### src/rtl/dtc_vote_pkg.sv
// Shared types and the vote helper for the dtc_label_vote temporal-vote stage.
// Latency: n/a (definitions only).
// Backpressure: n/a (definitions only).
package dtc_vote_pkg;

    localparam int LABEL_W   = 3;
    localparam int CNT_MAX_W = 8;

    typedef enum logic {
        ACCUM = 1'b0,
        EMIT  = 1'b1
    } state_t;

    // Strict majority 2*cnt > n; a tie votes 0. Operands are zero-extended by the caller.
    function automatic logic majority(input logic [CNT_MAX_W-1:0] cnt,
                                      input logic [CNT_MAX_W-1:0] n);
        return ({cnt, 1'b0} > {1'b0, n});
    endfunction

endpackage

### src/rtl/dtc_vote_bitctr.sv
// Per-label-bit vote counter with synchronous clear; exposes the post-increment count.
// Latency: count registers on the clock edge; cnt_nxt is combinational from inc.
// Backpressure: none, the parent gates inc with its accept.
module dtc_vote_bitctr
    import dtc_vote_pkg::*;
#(
    parameter int CNT_W = 5
) (
    input  logic             clk,
    input  logic             clr,
    input  logic             inc,
    output logic [CNT_W-1:0] cnt_nxt
);

    logic [CNT_W-1:0] cnt;

    assign cnt_nxt = cnt + CNT_W'(inc);

    always_ff @(posedge clk) begin
        if (clr) begin
            cnt <= '0;
        end else if (inc) begin
            cnt <= cnt_nxt;
        end
    end

endmodule

### src/rtl/dtc_label_vote.sv
// Per-bit strict-majority vote over windows of WINDOW labels (early close on in_last); DTC_VOTE_COUNTS_EN adds out_counts.
// Latency: out_valid rises the cycle after the closing accept.
// Backpressure: in_ready=0 for the whole EMIT state; the result holds until out_ready.
module dtc_label_vote
    import dtc_vote_pkg::*;
#(
    parameter int WINDOW = 16,
    parameter int CNT_W  = $clog2(WINDOW + 1)
) (
    input  logic               clk,
    input  logic               rst,
    input  logic               in_valid,
    output logic               in_ready,
    input  logic [LABEL_W-1:0] in_label,
    input  logic               in_last,
    output logic               out_valid,
    input  logic               out_ready,
    output logic [LABEL_W-1:0] out_label,
    output logic [CNT_W-1:0]   out_n
`ifdef DTC_VOTE_COUNTS_EN
    ,
    output logic [LABEL_W*CNT_W-1:0] out_counts
`endif
);

    state_t             state, state_d;
    logic               rdy_q;
    logic               accept, close, done, clr;
    logic [CNT_W-1:0]   n_q, n_nxt;
    logic [CNT_W-1:0]   cnt_nx [LABEL_W];
    logic [LABEL_W-1:0] vote;
    logic [LABEL_W-1:0] label_q;
    logic [CNT_W-1:0]   out_n_q;

    assign accept = in_valid && rdy_q;
    assign n_nxt  = n_q + CNT_W'(1);
    assign close  = accept && (in_last || (n_nxt == CNT_W'(WINDOW)));
    assign done   = (state == EMIT) && out_ready;
    assign clr    = rst || done;

    for (genvar i = 0; i < LABEL_W; i++) begin : g_bit
        dtc_vote_bitctr #(.CNT_W(CNT_W)) u_ctr (
            .clk     (clk),
            .clr     (clr),
            .inc     (accept && in_label[i]),
            .cnt_nxt (cnt_nx[i])
        );
    end

    always_comb begin
        vote = '0;
        for (int i = 0; i < LABEL_W; i++) begin
            vote[i] = majority(CNT_MAX_W'(cnt_nx[i]), CNT_MAX_W'(n_nxt));
        end
    end

    always_comb begin
        state_d = state;
        case (state)
            ACCUM:   if (close) state_d = EMIT;
            EMIT:    if (out_ready) state_d = ACCUM;
            default: state_d = ACCUM;
        endcase
    end

    always_ff @(posedge clk) begin
        if (rst) begin
            state <= ACCUM;
        end else begin
            state <= state_d;
        end
    end

    // in_ready comes from its own flop so it is low during reset and never sees out_ready combinationally.
    always_ff @(posedge clk) begin
        if (rst) begin
            rdy_q   <= 1'b0;
            n_q     <= '0;
            label_q <= '0;
            out_n_q <= '0;
        end else begin
            rdy_q <= (state_d == ACCUM);
            if (done) begin
                n_q <= '0;
            end else if (accept) begin
                n_q <= n_nxt;
            end
            if (close) begin
                label_q <= vote;
                out_n_q <= n_nxt;
            end
        end
    end

`ifdef DTC_VOTE_COUNTS_EN
    logic [LABEL_W*CNT_W-1:0] counts_q;

    always_ff @(posedge clk) begin
        if (rst) begin
            counts_q <= '0;
        end else if (close) begin
            for (int i = 0; i < LABEL_W; i++) begin
                counts_q[i*CNT_W +: CNT_W] <= cnt_nx[i];
            end
        end
    end

    assign out_counts = counts_q;
`endif

    assign in_ready  = rdy_q;
    assign out_valid = (state == EMIT);
    assign out_label = label_q;
    assign out_n     = out_n_q;

endmodule

### config.mk
export PLATFORM = sky130hd
export DESIGN_NAME = dtc_label_vote
export DESIGN_NICKNAME = d
export VERILOG_FILES = /design/src/rtl/dtc_vote_pkg.sv /design/src/rtl/dtc_vote_bitctr.sv /design/src/rtl/dtc_label_vote.sv
export SDC_FILE = /design/constraint.sdc
export NUM_CORES = 1
export LEC_CHECK = 0
export ABC_AREA = 1
export CAP_MARGIN = 20
export CORE_MARGIN = 8
export CORE_UTILIZATION = 38
export CTS_BUF_LIST = sky130_fd_sc_hd__clkbuf_8 sky130_fd_sc_hd__clkbuf_16
export DETAILED_ROUTE_END_ITERATION = 12
export SYNTH_ARGS = -nofsm -noshare
export SYNTH_HDL_FRONTEND = slang
export SYNTH_HIERARCHICAL = 1
export SYNTH_SLANG_ARGS = --single-unit
### constraint.sdc
create_clock -name clk -period 4.55 [get_ports clk]
set_input_delay 0.91 -clock clk [delete_from_list [all_inputs] [get_ports clk]]
set_output_delay 0.91 -clock clk [all_outputs]
set_load 0.01 [all_outputs]
## After elaboration in Yosys (flattened, before gate mapping)

Index checks and enable logic that the tools add are counted.

- Add/sub/neg operators: 4
- Multiplexer cells: 3
- Reductions and logical operators: 9
- Bitwise gates (word level): 2
- Eq/ne operators: 1
- Order comparisons: 3

Operators by type and width:

| kind | count |
|---|---|
| 6-bit by 5-bit greater-than comparator with 1-bit output | 3 |
| 5-bit by 1-bit adder with 5-bit output | 3 |
| 1-bit logical AND | 6 |
| 5-bit by 1-bit adder with 5-bit output (second input constant) | 1 |
| 5-bit equality test (second input constant) | 1 |
| 1-bit logical OR | 2 |
| 1-bit 2-to-1 mux | 2 |
| 1-bit inverter | 2 |
| 1-bit one-hot mux with 2 select lines | 1 |
| 2-bit OR reduction | 1 |

- Word-level logic and storage cells: 30
- Register bits after elaboration: 30
- Output and inout port bits: 10

## Logic depth before layout (Yosys ltp)

Gate-level depths: netlist of run 1.

- Depth after elaboration: 7
- Gate-level depth with buffers: 14
- Gate-level depth less buffers: 14

## Cells and area by module

Netlist of run 1, hierarchy kept.

Modules (own cells, without submodules):

| module | cells an instance | seq. area each (µm²) | area each (µm²) | instances |
|---|---|---|---|---|
| dtc_label_vote | 159 | 300.3 | 1058.5 | 1 |
| dtc_vote_bitctr | 37 | 100.1 | 259.0 | 3 |

## Worst setup path after synthesis of run 1

No wires, ideal clock.

- Kind: input-to-reg
- Start point: input port in_valid
- End point: register label_q[0], in the netlist out_label[0]
- Slack: 1.885 ns
- Buffers on the path: 0
- Stages: 11
- Data arrival time: 2.550 ns
- Data required time: 4.434 ns
- Library setup time: 0.116 ns
- Path through: nand2_2 > nor2_1 > ha_1 > ha_1 > ha_1 > nor3b_1 > nand3_1 > nor2_1 > nor2_1 > nand2_1 > a21oi_1

RTL lines:

| item | line | source |
|---|---|---|
| start: declaration | dtc_label_vote.sv:12 | `input logic in_valid,` |
| end signal: assignment | dtc_label_vote.sv:89 | `label_q <= vote;` |
| end: declaration | dtc_label_vote.sv:32 | `logic [LABEL_W-1:0] label_q;` |

==> impl_metrics.prom, run 1 <==
# TYPE chip_impl_metric gauge
chip_impl_info{name="rsz0062_at_grt",value="false"} 1
chip_impl_metric{name="cell_internal_pwr",unit="uW"} 419.8
chip_impl_metric{name="setup_viol",unit=""} 0
chip_impl_metric{name="global_route.usage.total",unit="%"} 12.11
chip_impl_metric{name="synthesis.area_per_instance",unit="sq um"} 6.798
chip_impl_metric{name="antenna_diode_count",unit=""} 0
chip_impl_metric{name="reg_power_share",unit="%"} 48.4
chip_impl_metric{name="switching_share",unit="%"} 29.13
chip_impl_metric{name="timing.critical_path.buf_inv",unit=""} 2
chip_impl_metric{name="clockBufferDepth",unit=""} 2
chip_impl_metric{name="syn-num-nets",unit=""} 292
chip_impl_info{name="slowest_stage",value="sky130_fd_sc_hd__clkdlybuf4s50_1"} 1
chip_impl_metric{name="synth_enable_flop_cells",unit=""} 0
chip_impl_metric{name="final_min_period_over_clock_period",unit="%"} 70.33
chip_impl_metric{name="drt-vias-per-instance",unit=""} 4.911
chip_impl_info{name="worst_setup_path_start_kind",value="primary input"} 1
chip_impl_metric{name="leakagePower",unit="nW"} 1.023
chip_impl_metric{name="timing.setup.tns",unit="ps"} 0
chip_impl_metric{name="routed_wirelength",unit="um"} 4111
chip_impl_metric{name="vdd.ir_drop.worst",unit="V"} 0.0001725
chip_impl_metric{name="vias",unit=""} 1704
chip_impl_metric{name="p_per_area",unit="nW/um^2"} 276.2
chip_impl_metric{name="route.detailed.wl_per_inst",unit="um"} 11.85
chip_impl_metric{name="timing.critical_path.required",unit="ps"} 4710
chip_impl_metric{name="cts_inserted_buffers",unit=""} 5
chip_impl_metric{name="route.antenna.remaining_nets",unit=""} 0
chip_impl_metric{name="drive_above_1_share",unit="%"} 5.802
chip_impl_metric{name="initial_core_util",unit="%"} 39.12
chip_impl_metric{name="drt_iter0_markers",unit=""} 120
chip_impl_metric{name="maxSlewHeadroom",unit="%"} 59.37
chip_impl_metric{name="comb_power_share",unit="%"} 17.4
chip_impl_metric{name="number_of_global_route_vias_before_repair",unit=""} 1608
chip_impl_metric{name="worst-slew-pin-transition",unit="ps"} 608.0
chip_impl_info{name="synth_common_cells",value="sky130_fd_sc_hd__nand2_1, sky130_fd_sc_hd__inv_1, sky130_fd_sc_hd__nor2_1, sky130_fd_sc_hd__dfxtp_1, sky130_fd_sc_hd__nand3_1"} 1
chip_impl_metric{name="hold_viol_final",unit=""} 0
chip_impl_metric{name="htree_levels",unit=""} 2
chip_impl_metric{name="num-nets-final",unit=""} 315
chip_impl_info{name="result_of_the_run",value="finished, final reports clean"} 1
chip_impl_metric{name="yosysWarningCount",unit=""} 6
chip_impl_metric{name="worst-path-max-fanout",unit=""} 9
chip_impl_metric{name="pwr-share-clk",unit="%"} 34.1
chip_impl_info{name="synthTopCellsByArea",value="sky130_fd_sc_hd__dfxtp_1, sky130_fd_sc_hd__nand2_1, sky130_fd_sc_hd__ha_1"} 1
chip_impl_metric{name="finalCriticalPeriod",unit="ps"} 3200
chip_impl_metric{name="detailedPlacementHpwl",unit="um"} 3064
chip_impl_metric{name="die_x",unit="um"} 85.50
chip_impl_metric{name="power.net_switching",unit="uW"} 172.6
chip_impl_metric{name="routabilityCongestion",unit=""} 0.7745
chip_impl_info{name="hold_path_class",value="flop to flop"} 1
chip_impl_metric{name="grt_start_max_net_pins",unit=""} 17
chip_impl_metric{name="critPathArrivalTime",unit="ps"} 3360
chip_impl_metric{name="placement_rows",unit=""} 25
chip_impl_metric{name="setup_skew",unit="ps"} 4.411
chip_impl_metric{name="cts_hold_repair.buffers",unit=""} 0
chip_impl_metric{name="grt_pass1_wl",unit="um"} 7265
chip_impl_info{name="crit_type",value="primary input to flop"} 1
chip_impl_info{name="critical_path.cell_chain",value="clkdlybuf4s50_1 > nand2_2 > nor2_1 > ha_1 > nand3_1 > nand2_1 > nand2_1 > ha_1 > inv_1 > nor3b_1 > nand3_1 > nor2_1 > nor2_1 > nand2_1 > a21oi_1"} 1
chip_impl_metric{name="maxSlewViolCount",unit=""} 0
chip_impl_metric{name="design_power_total",unit="uW"} 592.4
chip_impl_metric{name="asyncSetResetFlopFracSynth",unit="%"} 0
chip_impl_info{name="synth.most_common_cell",value="sky130_fd_sc_hd__nand2_1"} 1
chip_impl_info{name="cpLargestDelayFamily",value="simple AND/OR/NAND/NOR gates"} 1
chip_impl_info{name="yosysTopAreaCell",value="sky130_fd_sc_hd__dfxtp_1"} 1
chip_impl_info{name="clk_root_buffer_cell",value="sky130_fd_sc_hd__clkbuf_8"} 1
chip_impl_metric{name="drc_errors",unit=""} 0
chip_impl_metric{name="antenna_found_initial",unit=""} 0
chip_impl_metric{name="synth_cell_type_count",unit=""} 22
chip_impl_metric{name="io_buffer_count",unit=""} 17
chip_impl_metric{name="grt.overflow.total",unit=""} 0
chip_impl_metric{name="synth_top_cell_area_share",unit="%"} 32.72
chip_impl_info{name="cts_tree",value="built"} 1
chip_impl_metric{name="cts-resized-gates",unit=""} 0
chip_impl_metric{name="flow.area_growth_from_synthesis",unit="%"} 16.84
chip_impl_metric{name="timing.reg2reg.setup_slack",unit="ps"} 2110
chip_impl_metric{name="yosysSeqAreaShare",unit="%"} 32.72
chip_impl_metric{name="clkLatencyLatePin",unit="ps"} 280
chip_impl_metric{name="worst_setup_hold_path_clk_slew",unit="ps"} 60
chip_impl_metric{name="tritoncts_num_sinks",unit=""} 30
chip_impl_metric{name="ioPinCount",unit=""} 18
chip_impl_metric{name="core_area",unit="sq um"} 4692
chip_impl_metric{name="synth_area",unit="sq um"} 1836
chip_impl_info{name="synth_ff_type",value="sky130_fd_sc_hd__dfxtp_1"} 1
chip_impl_metric{name="postSynthRegisterBits",unit=""} 30
chip_impl_metric{name="postSynthCellCount",unit=""} 270
chip_impl_metric{name="max_cap_violations",unit=""} 0
chip_impl_metric{name="max_freq",unit="MHz"} 312.5
chip_impl_info{name="crit_path_end_kind",value="flop"} 1
chip_impl_metric{name="fp.dieH",unit="um"} 85.50
chip_impl_metric{name="drt_pass1_iterations",unit=""} 4
chip_impl_metric{name="floorplan.die_area",unit="sq um"} 7310
chip_impl_metric{name="cts_post_setup_buffers_inserted",unit=""} 0
chip_impl_metric{name="critical-path-max-stage-delay",unit="ps"} 470
## cell families (layout without fill, tap and decap cells)
family	Yosys count	in the layout	synth area share, %
flops	30	30	32.72
xor+xnor	3	3	1.432
buf+inv	46	69	9.748
fa+ha+maj	14	14	9.543
compound gates	40	40	11.38
simple gates	137	137	35.17
## worst register-to-register path: stages (launching register included)
cell	delay, ps
sky130_fd_sc_hd__dfxtp_1	340
sky130_fd_sc_hd__nand2_2	150
sky130_fd_sc_hd__nor2_1	360
sky130_fd_sc_hd__ha_1	260
sky130_fd_sc_hd__nand3_1	80
sky130_fd_sc_hd__nand2_1	80
sky130_fd_sc_hd__nand2_1	70
sky130_fd_sc_hd__ha_1	270
sky130_fd_sc_hd__inv_1	40
sky130_fd_sc_hd__nor3b_1	250
sky130_fd_sc_hd__nand3_1	140
sky130_fd_sc_hd__nor2_1	100
sky130_fd_sc_hd__nor2_1	40
sky130_fd_sc_hd__nand2_1	70
sky130_fd_sc_hd__a21oi_1	50
## final timing paths
| check | start | endpoint | depth (start not counted) |
|---|---|---|---|
| setup reg to reg | in_ready$_SDFF_PP0_ | out_label[1]$_SDFFE_PP0P_ | 14 |
| setup / recovery | in_valid | out_label[1]$_SDFFE_PP0P_ | 15 |
| hold / removal | out_n[3]$_SDFFE_PP0P_ | out_n[3]$_SDFFE_PP0P_ | 2 |
| hold reg to reg | out_n[3]$_SDFFE_PP0P_ | out_n[3]$_SDFFE_PP0P_ | 2 |
## flip-flops by register name, summed over array words and instances, names as in the netlist
name,flops
g_bit.u_ctr/cnt,15
n_q,5
out_n,5
out_label,3
in_ready,1
out_valid,1
## cell usage in the layout, fill, tap and decap left out
master,count
sky130_fd_sc_hd__clkdlybuf4s50_1,17
sky130_fd_sc_hd__or2_4,1
sky130_fd_sc_hd__inv_4,1
sky130_fd_sc_hd__nor3b_1,3
sky130_fd_sc_hd__nand3_1,27
sky130_fd_sc_hd__a21oi_1,24
sky130_fd_sc_hd__nand3b_1,3
sky130_fd_sc_hd__nand2_2,4
sky130_fd_sc_hd__nor2_4,1
sky130_fd_sc_hd__a21oi_2,1
sky130_fd_sc_hd__nand4_1,12
sky130_fd_sc_hd__nand2_1,52
sky130_fd_sc_hd__nor2_8,1
sky130_fd_sc_hd__nor2_1,32
sky130_fd_sc_hd__ha_1,14
sky130_fd_sc_hd__inv_1,44
sky130_fd_sc_hd__o21ai_1,3
sky130_fd_sc_hd__o21ai_0,10
sky130_fd_sc_hd__xor2_1,3
sky130_fd_sc_hd__o211ai_1,2
sky130_fd_sc_hd__clkbuf_8,5
sky130_fd_sc_hd__nand3_2,1
sky130_fd_sc_hd__dfxtp_1,30
sky130_fd_sc_hd__clkinv_2,2
## layout make-up
type / count / area (sq um)
Fill cell: 481 / 2547
Multi-Input combinational cell: 194 / 1056
Sequential cell: 30 / 600.6
Inverter: 45 / 171.4
Timing Repair Buffer: 17 / 170.2
Clock buffer: 5 / 68.82
Tap cell: 54 / 67.56
Clock inverter: 2 / 10.01
## routing by layer
layer  global-route usage [%]  part of all wire (%)
met4                    2.389                  0.73
met1                    16.02                    53
met5                        0                     0
met2                    19.39                    44
met3                    2.961                   2.3
## stage by stage
stage	setup WS (ps)	utilization (%)	cell area, sq um	std cells	hold WS (ps)
floorplan	1885	-	1836	270	444.7
global placement	1034	44.03	2066	340	452.6
detailed placement	1061	44.03	2066	340	453.2
CTS	1355	45.71	2145	347	463.2
global route	1066	45.71	2145	347	486.3
finish	1350	45.71	2145	347	461.0
## power groups by stage
stage	sequential, mW	clock, mW	combinational, mW
floorplan	0.291	0	0.0707
detailed placement	0.293	0	0.103
global route	0.289	0.220	0.119
CTS	0.287	0.207	0.104
global placement	0.293	0	0.103
finish	0.287	0.202	0.103
Power figures use the tool's default switching activity.
==> inputs of run 2 (changes only) <==
Clock period 4.55 ns to 3.05 ns, I/O delays scaled along.
==> run 2 against run 1 <==
Total power increased by 62%; largest cell class unchanged; first-iteration DRC count down 46%; hold slack gained 4.3 ps; clock skew shrank 1.8 ps; final area increased by 3.2%; non-clock buffer count is 5 higher; clock power up 86%; core utilization increased by 1.5 points; critical path type unchanged; die area is the same; sequential power grew 49%.
==> impl_metrics.prom, run 2 (synthesis gave the netlist of run 1 again) <==
# TYPE chip_impl_metric gauge
chip_impl_metric{name="fp.dieH",unit="um"} 85.50
chip_impl_info{name="clk_root_buffer_cell",value="sky130_fd_sc_hd__clkbuf_8"} 1
chip_impl_metric{name="grt_pass1_wl",unit="um"} 7300
chip_impl_info{name="rsz0062_at_grt",value="false"} 1
chip_impl_info{name="crit_path_end_kind",value="flop"} 1
chip_impl_metric{name="routed_wirelength",unit="um"} 4134
chip_impl_metric{name="maxSlewHeadroom",unit="%"} 76.17
chip_impl_info{name="r2r-start",value="n_q[1]$_SDFFE_PP0P_"} 1
chip_impl_metric{name="ioPinCount",unit=""} 18
chip_impl_metric{name="setup_viol",unit=""} 0
chip_impl_metric{name="timing.reg2reg.setup_slack",unit="ps"} 710
chip_impl_metric{name="placedCellCount",unit=""} 345
chip_impl_metric{name="clockBufferDepth",unit=""} 2
chip_impl_metric{name="drt_pass1_iterations",unit=""} 4
chip_impl_metric{name="grt_start_max_net_pins",unit=""} 16
chip_impl_metric{name="maxSlewViolCount",unit=""} 0
chip_impl_info{name="hold_path_class",value="flop to flop"} 1
chip_impl_info{name="worst_setup_path_start_kind",value="primary input"} 1
chip_impl_metric{name="design_power_total",unit="uW"} 961.1
chip_impl_metric{name="largest_register_ffs",unit=""} 15
chip_impl_metric{name="route.detailed.wl_per_inst",unit="um"} 11.71
chip_impl_metric{name="cts_post_setup_buffers_inserted",unit=""} 0
chip_impl_info{name="result_of_the_run",value="finished, final reports clean"} 1
chip_impl_metric{name="p_per_area",unit="nW/um^2"} 434.2
chip_impl_info{name="regToRegEndpoint",value="out_label[1]$_SDFFE_PP0P_"} 1
chip_impl_metric{name="cts-resized-gates",unit=""} 0
chip_impl_info{name="top_register",value="g_bit.u_ctr/cnt"} 1
chip_impl_info{name="critPathLaunch",value="in_valid"} 1
chip_impl_metric{name="timing.critical_path.required",unit="ps"} 3210
chip_impl_metric{name="number_of_global_route_vias_before_repair",unit=""} 1655
chip_impl_metric{name="hold_viol_final",unit=""} 0
chip_impl_metric{name="number_of_cells_on_the_worst_reg_to_reg_path",unit=""} 12
chip_impl_metric{name="antenna_diode_count",unit=""} 0
chip_impl_metric{name="final_cell_count_no_fill",unit=""} 353
chip_impl_info{name="crit_type",value="primary input to flop"} 1
chip_impl_metric{name="grt.overflow.total",unit=""} 0
chip_impl_metric{name="drc_errors",unit=""} 0
chip_impl_metric{name="route.antenna.remaining_nets",unit=""} 0
chip_impl_metric{name="drt_iter0_markers",unit=""} 65
chip_impl_metric{name="tritoncts_num_sinks",unit=""} 30
chip_impl_metric{name="num-nets-final",unit=""} 320
chip_impl_metric{name="worst-slew-pin-transition",unit="ps"} 356.9
chip_impl_metric{name="clkLatencyLatePin",unit="ps"} 280
chip_impl_metric{name="global_route.usage.total",unit="%"} 12.32
chip_impl_metric{name="final_min_period_over_clock_period",unit="%"} 85.01
chip_impl_metric{name="setup_skew",unit="ps"} 2.619
chip_impl_metric{name="drt-vias-per-instance",unit=""} 4.921
chip_impl_metric{name="vias",unit=""} 1737
chip_impl_metric{name="flow.area_growth_from_synthesis",unit="%"} 20.59
chip_impl_metric{name="worst-path-max-fanout",unit=""} 4
chip_impl_metric{name="timing.hold.worst_path_depth",unit=""} 2
chip_impl_metric{name="routabilityCongestion",unit=""} 0.8022
chip_impl_metric{name="max_freq",unit="MHz"} 385.7
chip_impl_info{name="worstHoldEndpoint",value="out_n[3]$_SDFFE_PP0P_"} 1
chip_impl_metric{name="htree_levels",unit=""} 2
chip_impl_metric{name="drive_above_1_share",unit="%"} 7.692
chip_impl_metric{name="detailedPlacementHpwl",unit="um"} 3151
chip_impl_metric{name="fillers",unit=""} 494
chip_impl_info{name="cts_tree",value="built"} 1
chip_impl_info{name="final_cell_mix",value="sky130_fd_sc_hd__nand2_1, sky130_fd_sc_hd__inv_1, sky130_fd_sc_hd__nor2_1, sky130_fd_sc_hd__dfxtp_1, sky130_fd_sc_hd__nand3_1"} 1
chip_impl_metric{name="max_cap_violations",unit=""} 0
chip_impl_metric{name="antenna_found_initial",unit=""} 0
chip_impl_info{name="layout_commonest_cell",value="sky130_fd_sc_hd__nand2_1"} 1
chip_impl_metric{name="finalCriticalPeriod",unit="ps"} 2593
chip_impl_metric{name="placement_rows",unit=""} 25
chip_impl_metric{name="leakagePower",unit="nW"} 1.062
chip_impl_metric{name="worst_setup_hold_path_clk_slew",unit="ps"} 60
chip_impl_info{name="hold_path_startpoint",value="out_n[3]$_SDFFE_PP0P_"} 1
chip_impl_metric{name="floorplan.die_area",unit="sq um"} 7310
chip_impl_metric{name="core_area",unit="sq um"} 4692
chip_impl_metric{name="vdd.ir_drop.worst",unit="V"} 0.0002490
chip_impl_metric{name="cts_inserted_buffers",unit=""} 5
chip_impl_metric{name="cts_hold_repair.buffers",unit=""} 0
chip_impl_metric{name="die_x",unit="um"} 85.50
chip_impl_metric{name="io_buffer_count",unit=""} 17
chip_impl_metric{name="critPathArrivalTime",unit="ps"} 2750
chip_impl_metric{name="timing.setup.tns",unit="ps"} 0
chip_impl_metric{name="initial_core_util",unit="%"} 39.12
## run 2: final cells by class
type / instances / area (sq um) / area share (%)
sequential: 30 / 600.6 / 27.13
timing repair buffer: 22 / 207.7 / 9.384
multi-input combinational: 194 / 1056 / 47.71
clock buffer: 8 / 110.1 / 4.975
tap: 54 / 67.56 / 3.053
inverter: 45 / 171.4 / 7.744
## run 2: stage by stage
stage	hold slack [ps]	util, %	instance area (sq um)	setup slack (ps)
floorplan	444.7	-	1836	684.5
global placement	457.3	44.83	2103	180.8
detailed placement	455.8	44.83	2103	171.3
CTS	466.7	47.17	2213	446.6
global route	490.9	47.17	2213	232.9
finish	465.3	47.17	2213	457.3
## run 2: critical path: stages
cell and delay [ps]:
sky130_fd_sc_hd__clkdlybuf4s50_1 470, sky130_fd_sc_hd__nand2_2 110, sky130_fd_sc_hd__nor2_1 150, sky130_fd_sc_hd__ha_1 220, sky130_fd_sc_hd__nand3_1 90, sky130_fd_sc_hd__nand2_1 80, sky130_fd_sc_hd__nand2_1 70, sky130_fd_sc_hd__ha_1 270
sky130_fd_sc_hd__inv_1 40, sky130_fd_sc_hd__nor3b_1 260, sky130_fd_sc_hd__nand3_1 120, sky130_fd_sc_hd__nor2_1 90, sky130_fd_sc_hd__nor2_1 40, sky130_fd_sc_hd__nand2_1 70, sky130_fd_sc_hd__a21oi_1 50
## run 2: power breakdown
group	internal, mW	total, mW	leakage (nW)	switching, mW
combinational	0.0685	0.158	0.760	0.0899
clock	0.228	0.375	0.0575	0.147
sequential	0.409	0.428	0.244	0.0189
## run 2: worst max path at each step
stage / slack, ps / cells after the start / endpoint
3_5_place_dp: 170 / 15 / out_label[1]$_SDFFE_PP0P_
2_1_floorplan: 680 / 11 / out_label[0]$_SDFFE_PP0P_
6_report: 460 / 15 / out_label[1]$_SDFFE_PP0P_
4_1_cts: 450 / 15 / out_label[1]$_SDFFE_PP0P_
3_3_place_gp: 180 / 15 / out_label[1]$_SDFFE_PP0P_
5_1_grt: 230 / 15 / out_label[1]$_SDFFE_PP0P_
## run 2: per-layer routing
metal / vias up / share of wire (%) / wire (um) / track usage (%)
li1: 943 / - / - / -
met1: 767 / 48 / 1986 / 15.44
met2: 23 / 48 / 1970 / 19.96
met3: 4 / 3.6 / 150 / 3.152
met4: 0 / 0.65 / 27 / 4.140
met5: - / 0 / 0 / 0
==> RTL change: new RTL, flow settings as in run 2 <==
The option `DTC_VOTE_COUNTS_EN` is turned on by a define.
--- a/src/rtl/dtc_label_vote.sv
+++ b/src/rtl/dtc_label_vote.sv
@@ -2,4 +2,6 @@
 // Latency: out_valid rises the cycle after the closing accept.
 // Backpressure: in_ready=0 for the whole EMIT state; the result holds until out_ready.
+`define DTC_VOTE_COUNTS_EN
+
 module dtc_label_vote
     import dtc_vote_pkg::*;
Function (old outputs only; new: out_counts): kept (equiv_simple and equiv_induct, registers matched by name and starting in step).
==> RTL change against run 2 <==
- count of clock-buffer cells in the layout decreased by 3
- combinational power increased by 34%
- sequential cell count increased by 15
- routed wire length increased by 38%
- cell area increased by 30%
- area after synthesis increased by 31%
- clock power decreased by 6.4%
- total power increased by 25%
- setup slack got worse by 30 ps
- largest cell class unchanged
- highest routed layer unchanged
==> RTL change: results (changes against run 2) <==
qor: critical_path.worstReg2RegStart in_ready
qor: finish.finish.net_count 396 [+24%]
qor: critical_path.timing.critical_path.slowest_cell_delay 450 ps [-20 ps]
qor: timing.hold-worst-slack 476 ps [+10.7 ps]
qor: synth.ys.warnings.count 6 [unchanged]
qor: finish.final_layout_size_suffix_gt1_frac 0.0827 [+0.00574]
qor: timing.worstMarginPinSlew 632 ps [+275 ps]
qor: synth.post_synth_main_area_contributors sky130_fd_sc_hd__dfxtp_1, sky130_fd_sc_hd__inv_1, sky130_fd_sc_hd__nand2_1
qor: global_route.first_pass_grt_wire_length 9690 um [+33%]
qor: route.avgRoutedWirePerCell 12.6 um [+7.9%]
qor: global_route.gr-usage-met3 0.0339 [+0.00234]
qor: worst_hold_path.sink_of_the_worst_hold_path out_label[2]
qor: critical_path.arrival 2800 ps [+50 ps]
qor: synth.synth.yosys.seq_area_share 0.375 [+0.0476]
qor: cts.clock_sink_count 45 [+50%]
qor: global_route.use_met2 0.218 [+0.0181]
qor: route.viasPerCell 4.84 [-1.7%]
qor: route.detail_route.iter0.violations 113 [+74%]
qor: placement.last_weighted_congestion_value_of_the_routability_driven_placer 0.896 [+12%]
qor: power.static-leakage-power 1.34 nW [+27%]
qor: finish.antenna_cells_inserted 0 [unchanged]
qor: worst_hold_path.hold_path.startpoint out_label[2]
qor: synth.synthFlopType sky130_fd_sc_hd__dfxtp_1
qor: synth.postSynth.asyncResetShare 0 [unchanged]
qor: synth.average_cell_area_after_synthesis 7.15 um2 [+5.2%]
qor: placement.port-buffer-count 32 [+15]
qor: global_route.grt_max_degree 24 [+8]
qor: placement.pre_cts_ws 96.2 ps [-75.1 ps]
qor: placement.detailedPlacementHpwl 4270 um [+35%]
qor: critical_path.depth_of_the_worst_register_to_register_path 15 [+3]
qor: power.ir_drop 0.223 mV [-10%]
qor: power.switching_power 0.343 mW [+34%]
qor: timing.finalClockSkew 7.71 ps [+5.09 ps]
qor: placement.placed_cells 444 [+29%]
qor: placement.postPlaceCellArea 2800 um2 [+33%]
qor: global_route.met1_usage 0.166 [+0.0116]
qor: finish.finish.cell_count_without_fillers 452 [+28%]
qor: global_route.groute.usage.overall 0.133 [+0.0101]
qor: synth.synth.top_cells.by_count sky130_fd_sc_hd__inv_1, sky130_fd_sc_hd__nand2_1, sky130_fd_sc_hd__dfxtp_1, sky130_fd_sc_hd__nor2_1, sky130_fd_sc_hd__a21oi_1
qor: critical_path.critical_path_peak_fanout 8 [+4]
qor: synth.ys_types 25 [+14%]
qor: cts.path_clk_slew 80 ps [+20 ps]
qor: global_route.first_global_vias 2113 [+28%]
qor: worst_hold_path.min_path_cells 2 [unchanged]
qor: synth.mappedNetlistNets 358 [+23%]
qor: cts.clock_latency 300 ps [+20 ps]
qor: critical_path.worst_path_max_delay_cell sky130_fd_sc_hd__clkdlybuf4s50_1
qor: run_status.status finished, final reports clean
qor: critical_path.setup.reg_to_reg.worst_slack 850 ps [+140 ps]
RTL change: changes by cell type in the layout (fill, tap and decap cells not counted), moves of 5 or more:
cell	before	now
sky130_fd_sc_hd__clkdlybuf4s50_1	17	32
sky130_fd_sc_hd__dfxtp_1	30	45
sky130_fd_sc_hd__o21ai_1	3	8
sky130_fd_sc_hd__o21ai_0	10	17
sky130_fd_sc_hd__nor2_1	32	39
sky130_fd_sc_hd__inv_1	44	59
sky130_fd_sc_hd__a21oi_1	24	30
RTL change: layer usage:
layer / share of wire / up-vias
met4: 0.016 / 0
met5: 0 / -
met3: 0.047 / 9
met1: 0.47 / 974
met2: 0.47 / 36
li1: - / 1168
RTL change: how the worst max path moves through the flow:
stage / startpoint / endpoint / slack (ps)
after floorplan: in_valid / out_label[0] / 690
after detailed placement: in_valid / out_label[0] / 100
after CTS: in_valid / out_label[0] / 410
after global routing: in_valid / out_label[0] / 60
final: in_valid / out_label[1] / 430
after global placement: in_valid / out_label[0] / 110
RTL change: cell type report:
class / instances / area (um2)
Clock buffer: 5 / 68.8
Clock inverter: 3 / 11.3
Fill cell: 650 / 3360
Inverter: 57 / 214
Multi-Input combinational cell: 227 / 1230
Sequential cell: 45 / 901
Tap cell: 77 / 96.3
Timing Repair Buffer: 38 / 365
RTL change: power groups by stage:
stage	registers, mW	clock network [mW]	logic (mW)
after floorplan	0.655	0	0.133
after global placement	0.651	0	0.212
after detailed placement	0.651	0	0.213
after CTS	0.638	0.367	0.214
after global routing	0.643	0.384	0.242
final	0.638	0.351	0.212
RTL change: kinds of logic (layout without fill, tap and decap cells):
family,Yosys count,in the layout,share of synthesized area
buf+inv,64,103,0.115
fa+ha+maj,14,14,0.0729
flops,45,45,0.375
xor+xnor,3,3,0.0109
simple gates,143,143,0.263
compound gates,67,67,0.163
